### src/rtl/motor_cmd_receiver.sv
// motor_cmd_receiver
// Deserialises 16-bit SPI-mode-0 frames from the MCU into two motor
// sign/duty pairs. Values are committed atomically when load rises and are
// clamped to DUTY_MAX. A watchdog zeroes both duties when frames stop
// arriving. All asynchronous inputs are brought into clk through 2-flop
// synchronisers before use.
module motor_cmd_receiver #(
  parameter logic [6:0]  DUTY_MAX       = 7'd100,
  parameter logic [23:0] TIMEOUT_CYCLES = 24'd2_400_000,
  parameter int          FRAME_BITS     = 16
) (
  input  logic       clk,
  input  logic       reset,
  input  logic       sck,
  input  logic       sdi,
  input  logic       load,
  output logic       motor1_sign,
  output logic [6:0] motor1_upperlimit,
  output logic       motor2_sign,
  output logic [6:0] motor2_upperlimit,
  output logic       frame_valid,
  output logic       frame_error,
  output logic       timed_out
);

  localparam logic [4:0] FRAME_LEN = 5'(FRAME_BITS);
  localparam logic [4:0] CNT_SAT   = 5'd17;

  typedef enum logic [1:0] {
    ST_IDLE   = 2'd0,
    ST_SHIFT  = 2'd1,
    ST_COMMIT = 2'd2
  } state_t;

  // Duty field limiter: anything above the PWM counter limit saturates.
  function automatic logic [6:0] clamp_duty(input logic [6:0] duty);
    logic [6:0] res;
    if (duty > DUTY_MAX) begin
      res = DUTY_MAX;
    end else begin
      res = duty;
    end
    return res;
  endfunction

  // Synchroniser, history and arming flops
  logic       sck_s1_q, sck_s1_d, sck_s2_q, sck_s2_d, sck_hist_q, sck_hist_d;
  logic       sdi_s1_q, sdi_s1_d, sdi_s2_q, sdi_s2_d;
  logic       load_s1_q, load_s1_d, load_s2_q, load_s2_d, load_hist_q, load_hist_d;
  logic [1:0] settle_q, settle_d;
  logic       armed_q, armed_d;

  // Frame state
  state_t      state_q, state_d;
  logic [15:0] shift_q, shift_d;
  logic [4:0]  bit_cnt_q, bit_cnt_d;

  // Committed outputs and watchdog
  logic        m1_sign_q, m1_sign_d, m2_sign_q, m2_sign_d;
  logic [6:0]  m1_duty_q, m1_duty_d, m2_duty_q, m2_duty_d;
  logic        frame_valid_q, frame_valid_d, frame_error_q, frame_error_d;
  logic [23:0] wd_cnt_q, wd_cnt_d;
  logic        timed_out_q, timed_out_d;

  // Edge terms and FSM control strobes
  logic sck_rise_s, load_rise_s, load_fall_s;
  logic start_frame_s, shift_en_s, in_commit_s;
  logic commit_ok_s, commit_err_s;

  assign sck_rise_s  = sck_s2_q & ~sck_hist_q;
  assign load_rise_s = load_s2_q & ~load_hist_q;
  assign load_fall_s = ~load_s2_q & load_hist_q;

  // Synchroniser chains; sdi only needs two stages since its edges are unused.
  always_comb begin
    sck_s1_d    = sck;
    sck_s2_d    = sck_s1_q;
    sck_hist_d  = sck_s2_q;
    sdi_s1_d    = sdi;
    sdi_s2_d    = sdi_s1_q;
    load_s1_d   = load;
    load_s2_d   = load_s1_q;
    load_hist_d = load_s2_q;
  end

  // Arming: only accept a frame start once load has been seen high with real
  // (post-reset) samples, so a transfer caught mid-flight by reset is ignored.
  always_comb begin
    if (settle_q == 2'd2) begin
      settle_d = settle_q;
      armed_d  = armed_q | load_s2_q;
    end else begin
      settle_d = settle_q + 2'd1;
      armed_d  = armed_q;
    end
  end

  // Synchroniser and arming registers; load idles high so reset shows no edge.
  always_ff @(posedge clk) begin
    if (reset) begin
      sck_s1_q    <= 1'b0;
      sck_s2_q    <= 1'b0;
      sck_hist_q  <= 1'b0;
      sdi_s1_q    <= 1'b0;
      sdi_s2_q    <= 1'b0;
      load_s1_q   <= 1'b1;
      load_s2_q   <= 1'b1;
      load_hist_q <= 1'b1;
      settle_q    <= 2'd0;
      armed_q     <= 1'b0;
    end else begin
      sck_s1_q    <= sck_s1_d;
      sck_s2_q    <= sck_s2_d;
      sck_hist_q  <= sck_hist_d;
      sdi_s1_q    <= sdi_s1_d;
      sdi_s2_q    <= sdi_s2_d;
      load_s1_q   <= load_s1_d;
      load_s2_q   <= load_s2_d;
      load_hist_q <= load_hist_d;
      settle_q    <= settle_d;
      armed_q     <= armed_d;
    end
  end

  // FSM state register.
  always_ff @(posedge clk) begin
    if (reset) begin
      state_q <= ST_IDLE;
    end else begin
      state_q <= state_d;
    end
  end

  // FSM next-state: COMMIT always lasts exactly one cycle.
  always_comb begin
    state_d = state_q;
    case (state_q)
      ST_IDLE: begin
        if (load_fall_s && armed_q) begin
          state_d = ST_SHIFT;
        end else begin
          state_d = ST_IDLE;
        end
      end
      ST_SHIFT: begin
        if (load_rise_s) begin
          state_d = ST_COMMIT;
        end else begin
          state_d = ST_SHIFT;
        end
      end
      ST_COMMIT: state_d = ST_IDLE;
      default:   state_d = ST_IDLE;
    endcase
  end

  // FSM outputs: control strobes for the datapath.
  always_comb begin
    start_frame_s = 1'b0;
    shift_en_s    = 1'b0;
    in_commit_s   = 1'b0;
    case (state_q)
      ST_IDLE:   start_frame_s = load_fall_s & armed_q;
      ST_SHIFT:  shift_en_s    = sck_rise_s;
      ST_COMMIT: in_commit_s   = 1'b1;
      default: begin
        start_frame_s = 1'b0;
        shift_en_s    = 1'b0;
        in_commit_s   = 1'b0;
      end
    endcase
  end

  // Shift register and saturating bit counter; a bit arriving together with
  // load rise is still shifted before COMMIT inspects the count.
  always_comb begin
    shift_d   = shift_q;
    bit_cnt_d = bit_cnt_q;
    if (start_frame_s) begin
      shift_d   = 16'h0000;
      bit_cnt_d = 5'd0;
    end else if (shift_en_s) begin
      shift_d = {shift_q[14:0], sdi_s2_q};
      if (bit_cnt_q >= CNT_SAT) begin
        bit_cnt_d = CNT_SAT;
      end else begin
        bit_cnt_d = bit_cnt_q + 5'd1;
      end
    end else begin
      shift_d   = shift_q;
      bit_cnt_d = bit_cnt_q;
    end
  end

  // Commit decision, watchdog and output values.
  always_comb begin
    commit_ok_s   = in_commit_s & (bit_cnt_q == FRAME_LEN);
    commit_err_s  = in_commit_s & (bit_cnt_q != FRAME_LEN);
    frame_valid_d = commit_ok_s;
    frame_error_d = commit_err_s;

    if (commit_ok_s) begin
      wd_cnt_d = 24'd0;
    end else if (wd_cnt_q >= TIMEOUT_CYCLES) begin
      wd_cnt_d = TIMEOUT_CYCLES;
    end else begin
      wd_cnt_d = wd_cnt_q + 24'd1;
    end
    timed_out_d = (wd_cnt_d == TIMEOUT_CYCLES);

    m1_sign_d = m1_sign_q;
    m2_sign_d = m2_sign_q;
    m1_duty_d = m1_duty_q;
    m2_duty_d = m2_duty_q;
    if (commit_ok_s) begin
      m1_sign_d = shift_q[15];
      m1_duty_d = clamp_duty(shift_q[14:8]);
      m2_sign_d = shift_q[7];
      m2_duty_d = clamp_duty(shift_q[6:0]);
    end else if (timed_out_d) begin
      m1_duty_d = 7'd0;
      m2_duty_d = 7'd0;
    end else begin
      m1_duty_d = m1_duty_q;
      m2_duty_d = m2_duty_q;
    end
  end

  // Frame datapath, committed outputs and watchdog registers.
  always_ff @(posedge clk) begin
    if (reset) begin
      shift_q       <= 16'h0000;
      bit_cnt_q     <= 5'd0;
      m1_sign_q     <= 1'b0;
      m1_duty_q     <= 7'd0;
      m2_sign_q     <= 1'b0;
      m2_duty_q     <= 7'd0;
      frame_valid_q <= 1'b0;
      frame_error_q <= 1'b0;
      wd_cnt_q      <= 24'd0;
      timed_out_q   <= 1'b0;
    end else begin
      shift_q       <= shift_d;
      bit_cnt_q     <= bit_cnt_d;
      m1_sign_q     <= m1_sign_d;
      m1_duty_q     <= m1_duty_d;
      m2_sign_q     <= m2_sign_d;
      m2_duty_q     <= m2_duty_d;
      frame_valid_q <= frame_valid_d;
      frame_error_q <= frame_error_d;
      wd_cnt_q      <= wd_cnt_d;
      timed_out_q   <= timed_out_d;
    end
  end

  assign motor1_sign       = m1_sign_q;
  assign motor1_upperlimit = m1_duty_q;
  assign motor2_sign       = m2_sign_q;
  assign motor2_upperlimit = m2_duty_q;
  assign frame_valid       = frame_valid_q;
  assign frame_error       = frame_error_q;
  assign timed_out         = timed_out_q;

endmodule

### config.mk
export PLATFORM = sky130hd
export DESIGN_NAME = motor_cmd_receiver
export DESIGN_NICKNAME = d
export VERILOG_FILES = /design/src/rtl/motor_cmd_receiver.sv
export SDC_FILE = /design/constraint.sdc
export NUM_CORES = 1
export LEC_CHECK = 0
export CAP_MARGIN = 20
export CORE_MARGIN = 8
export CORE_UTILIZATION = 59
export CTS_BUF_LIST = sky130_fd_sc_hd__clkbuf_2 sky130_fd_sc_hd__clkbuf_4 sky130_fd_sc_hd__clkbuf_8
export DETAILED_ROUTE_END_ITERATION = 8
export HOLD_SLACK_MARGIN = 0.15
export PLACE_DENSITY = 0.9
export SETUP_SLACK_MARGIN = 0.02
export SLEW_MARGIN = 0
export SYNTH_ARGS = -nofsm -noshare
export SYNTH_HDL_FRONTEND = slang
export SYNTH_SLANG_ARGS = --single-unit
### constraint.sdc
create_clock -name clk -period 7.28 [get_ports clk]
set_clock_uncertainty 0.05 [all_clocks]
set_input_delay 1.456 -clock clk [delete_from_list [all_inputs] [get_ports clk]]
set_output_delay 1.456 -clock clk [all_outputs]
set_load 0.01 [all_outputs]
==> metrics <==
IO Pins 24; hold buffer count at CTS 0; Net Sw Power 0.1871 mW; IO Port Bufs 23; Syn Area/Cell 8.805 µm²; headroom to the max-slew limit 32.52%; Clock Latency Late Sink 0.35 ns; total congestion overflow 0; clock root buffer clkbuf_8; post-route ant nets 0; Via density 5.545; Clock Path Buffers 2; CP arrival 3.55 ns; Iteration-0 DRC Markers 212; num rows 27; Ys Warns 0; post-synthesis async set-or-reset flop share 0%; CP Class in2reg; Die W 91.11 µm; pin count of the biggest net entering global routing 23; global-route wire length before repair 11750 µm; Wirelength per Cell 14.36 µm; Post-CTS Setup Repair Bufs 0; RSZ-0062 raised after global routing false; CP top delay family buffers and inverters; CP Cell Sequence clkdlybuf4s50_1 > nand2b_1 > a21oi_1 > buf_4 > nand2_1 > o21ai_2; critical path's slowest cell clkdlybuf4s50_1; Lkg Pwr 1.297 nW; Max stage delay on crit path 0.75 ns; clock share of power 37.6%; Initial Utilization 60.81%; maximum vdd drop 0.1483 mV; Sw Ratio 23.30%; crit end category register; CTS H-tree lvls 3; Final Cycle Share 45.40%; final setup violation count 0; cell accounting for the most synthesized area dfxtp_1; Int Power 0.6158 mW; sequential fraction of the synthesis area 46.32%; layout net count 409; cell area after synthesis 3328 µm²; Comb pwr share 6.5%; total core area 5473 µm²; Hold Crit Class reg2reg; Fin. Hold Viols 0; area fraction of the dominant cell type after synthesis 46.32%; CP max FO 21; Primary FF master, synth dfxtp_1; Post-synth EDFFs 0; fill count 437; Least-Margin Pin Slew 1.008 ns; CTS tree built; min Tclk post-route 3.305 ns; ANT cells 0; total iterations of the first detailed-routing run 4; CP Buf/Inv Count 2; max frequency 0.3025 GHz; WL final 6791 µm; Setup TNS Final 0 ns; leading cell type in the layout, fill and taps excluded dfxtp_1; Max Slew Vio Count 0; GRT Total Usage 17.30%; #FFs+latches synth 77; Worst-path clk slew 0.07 ns; Placer Congestion 0.8809; run status completed; die height 91.11 µm; post-synth cell types 55; worst hold slack 0.3637 ns; Clock Sinks 77; total number of vias 2623; CTS Buf Count 9; crit start category input pin; top post-synthesis cells by area dfxtp_1, nand2_1, a21oi_1; CP required 7.52 ns; part of the power in registers 55.9%; P&R area growth vs syn 13.53%; vias in the first global route 2551; max cap viols 0; Pwr per Cell Area 212.5 nW/µm²; initial antenna violation count 0; DRC 0; DP HPWL 4771 µm; most frequent cells in the layout dfxtp_1, nand2_1, nor2_1, a21oi_1, clkdlybuf4s50_1; die area 8300 µm²; Gate Count Post-Synth 378; post-cts gate resize count 0; layout cells sized above 1 10.72%
layer usage:
layer / share of wire [%] / vias up / track usage (%)
met1: 44 / 1217 / 19.67
met3: 3.3 / 17 / 4.609
li1: - / 1339 / -
met2: 50 / 50 / 28.66
met5: 0 / - / 0
met4: 2.7 / 0 / 10.10
worst register-to-register path, cell delays in order, from the launching register on:
cell and delay [ns]:
dfxtp_1 0.50, ha_1 0.34, nand3_4 0.17, nor4_1 0.36, xnor2_1 0.19, a21oi_1 0.15, nor4b_4 0.91, o21ai_0 0.19
final timing paths:
path                                   from              endpoint  slack [ns]  depth (start not counted)
worst max-delay path                  reset  motor2_upperlimit[6]        3.97                          6
worst min-delay path              load_s1_q           load_hist_d        0.36                          1
worst max register to register  wd_cnt_q[0]  motor2_upperlimit[4]        4.26                          7
worst min register to register    load_s1_q           load_hist_d        0.36                          1
logic make-up after synthesis:
family / Yosys count / synth area share [%]
other: 1 / 0.1127
buffers and inverters: 24 / 3.308
DFF: 77 / 46.32
muxes: 1 / 0.3008
and+or+nand+nor: 171 / 27.07
xor gates and xnor gates: 23 / 6.053
adders and majority gates: 6 / 2.256
AOI/OAI and AO/OA: 75 / 14.59
flip-flops by register name, summed over array words and instances, names as in the netlist, 2 cells and up:
register	count
motor2_upperlimit	7
settle_q	2
shift_q	16
motor1_upperlimit	7
state_q	2
bit_cnt_q	5
wd_cnt_q	24
synthesized netlist by cell type (6+ instances only):
cell	instances
xor2_1	8
o21ai_0	6
o21ai_2	10
a21oi_1	33
nor2b_1	7
xnor2_1	15
nand2_1	73
nor2_1	33
nand3_1	10
clkbuf_1	11
dfxtp_1	77
inv_1	8
ha_1	6
cell type report:
class,count,area [µm²],share of cell area [%]
Clock buffer,13,178.9,4.735
Multi-Input combinational cell,278,1695,44.87
Tap cell,72,90.09,2.384
Clock inverter,1,5.005,0.1325
Timing Repair Buffer,24,237.7,6.291
Sequential cell,77,1541,40.79
Inverter,8,30.03,0.7947
stage by stage:
stage | instance area [µm²] | utilization (%) | power [mW] | setup slack [ns] | cells
6_report | 3779 | 69.04 | 0.8029 | 3.975 | 473
5_1_grt | 3779 | 69.04 | 0.8365 | 3.780 | 473
4_1_cts | 3771 | 68.91 | 0.8058 | 3.469 | 472
3_5_place_dp | 3587 | 65.55 | 0.5090 | 3.115 | 458
3_3_place_gp | 3587 | 65.55 | 0.5058 | 3.294 | 458
2_1_floorplan | 3332 | - | 0.4973 | 4.733 | 379
power groups by stage:
| stage | Clock, mW | Sequential, mW | Combinational, mW |
|---|---|---|---|
| after floorplan | 0 | 0.454 | 0.0437 |
| after global placement | 0 | 0.457 | 0.0488 |
| after detailed placement | 0 | 0.458 | 0.0511 |
| after CTS | 0.306 | 0.448 | 0.0517 |
| after global routing | 0.325 | 0.450 | 0.0612 |
| final | 0.302 | 0.449 | 0.0520 |
Note: power is estimated with default switching activity, not from simulation.
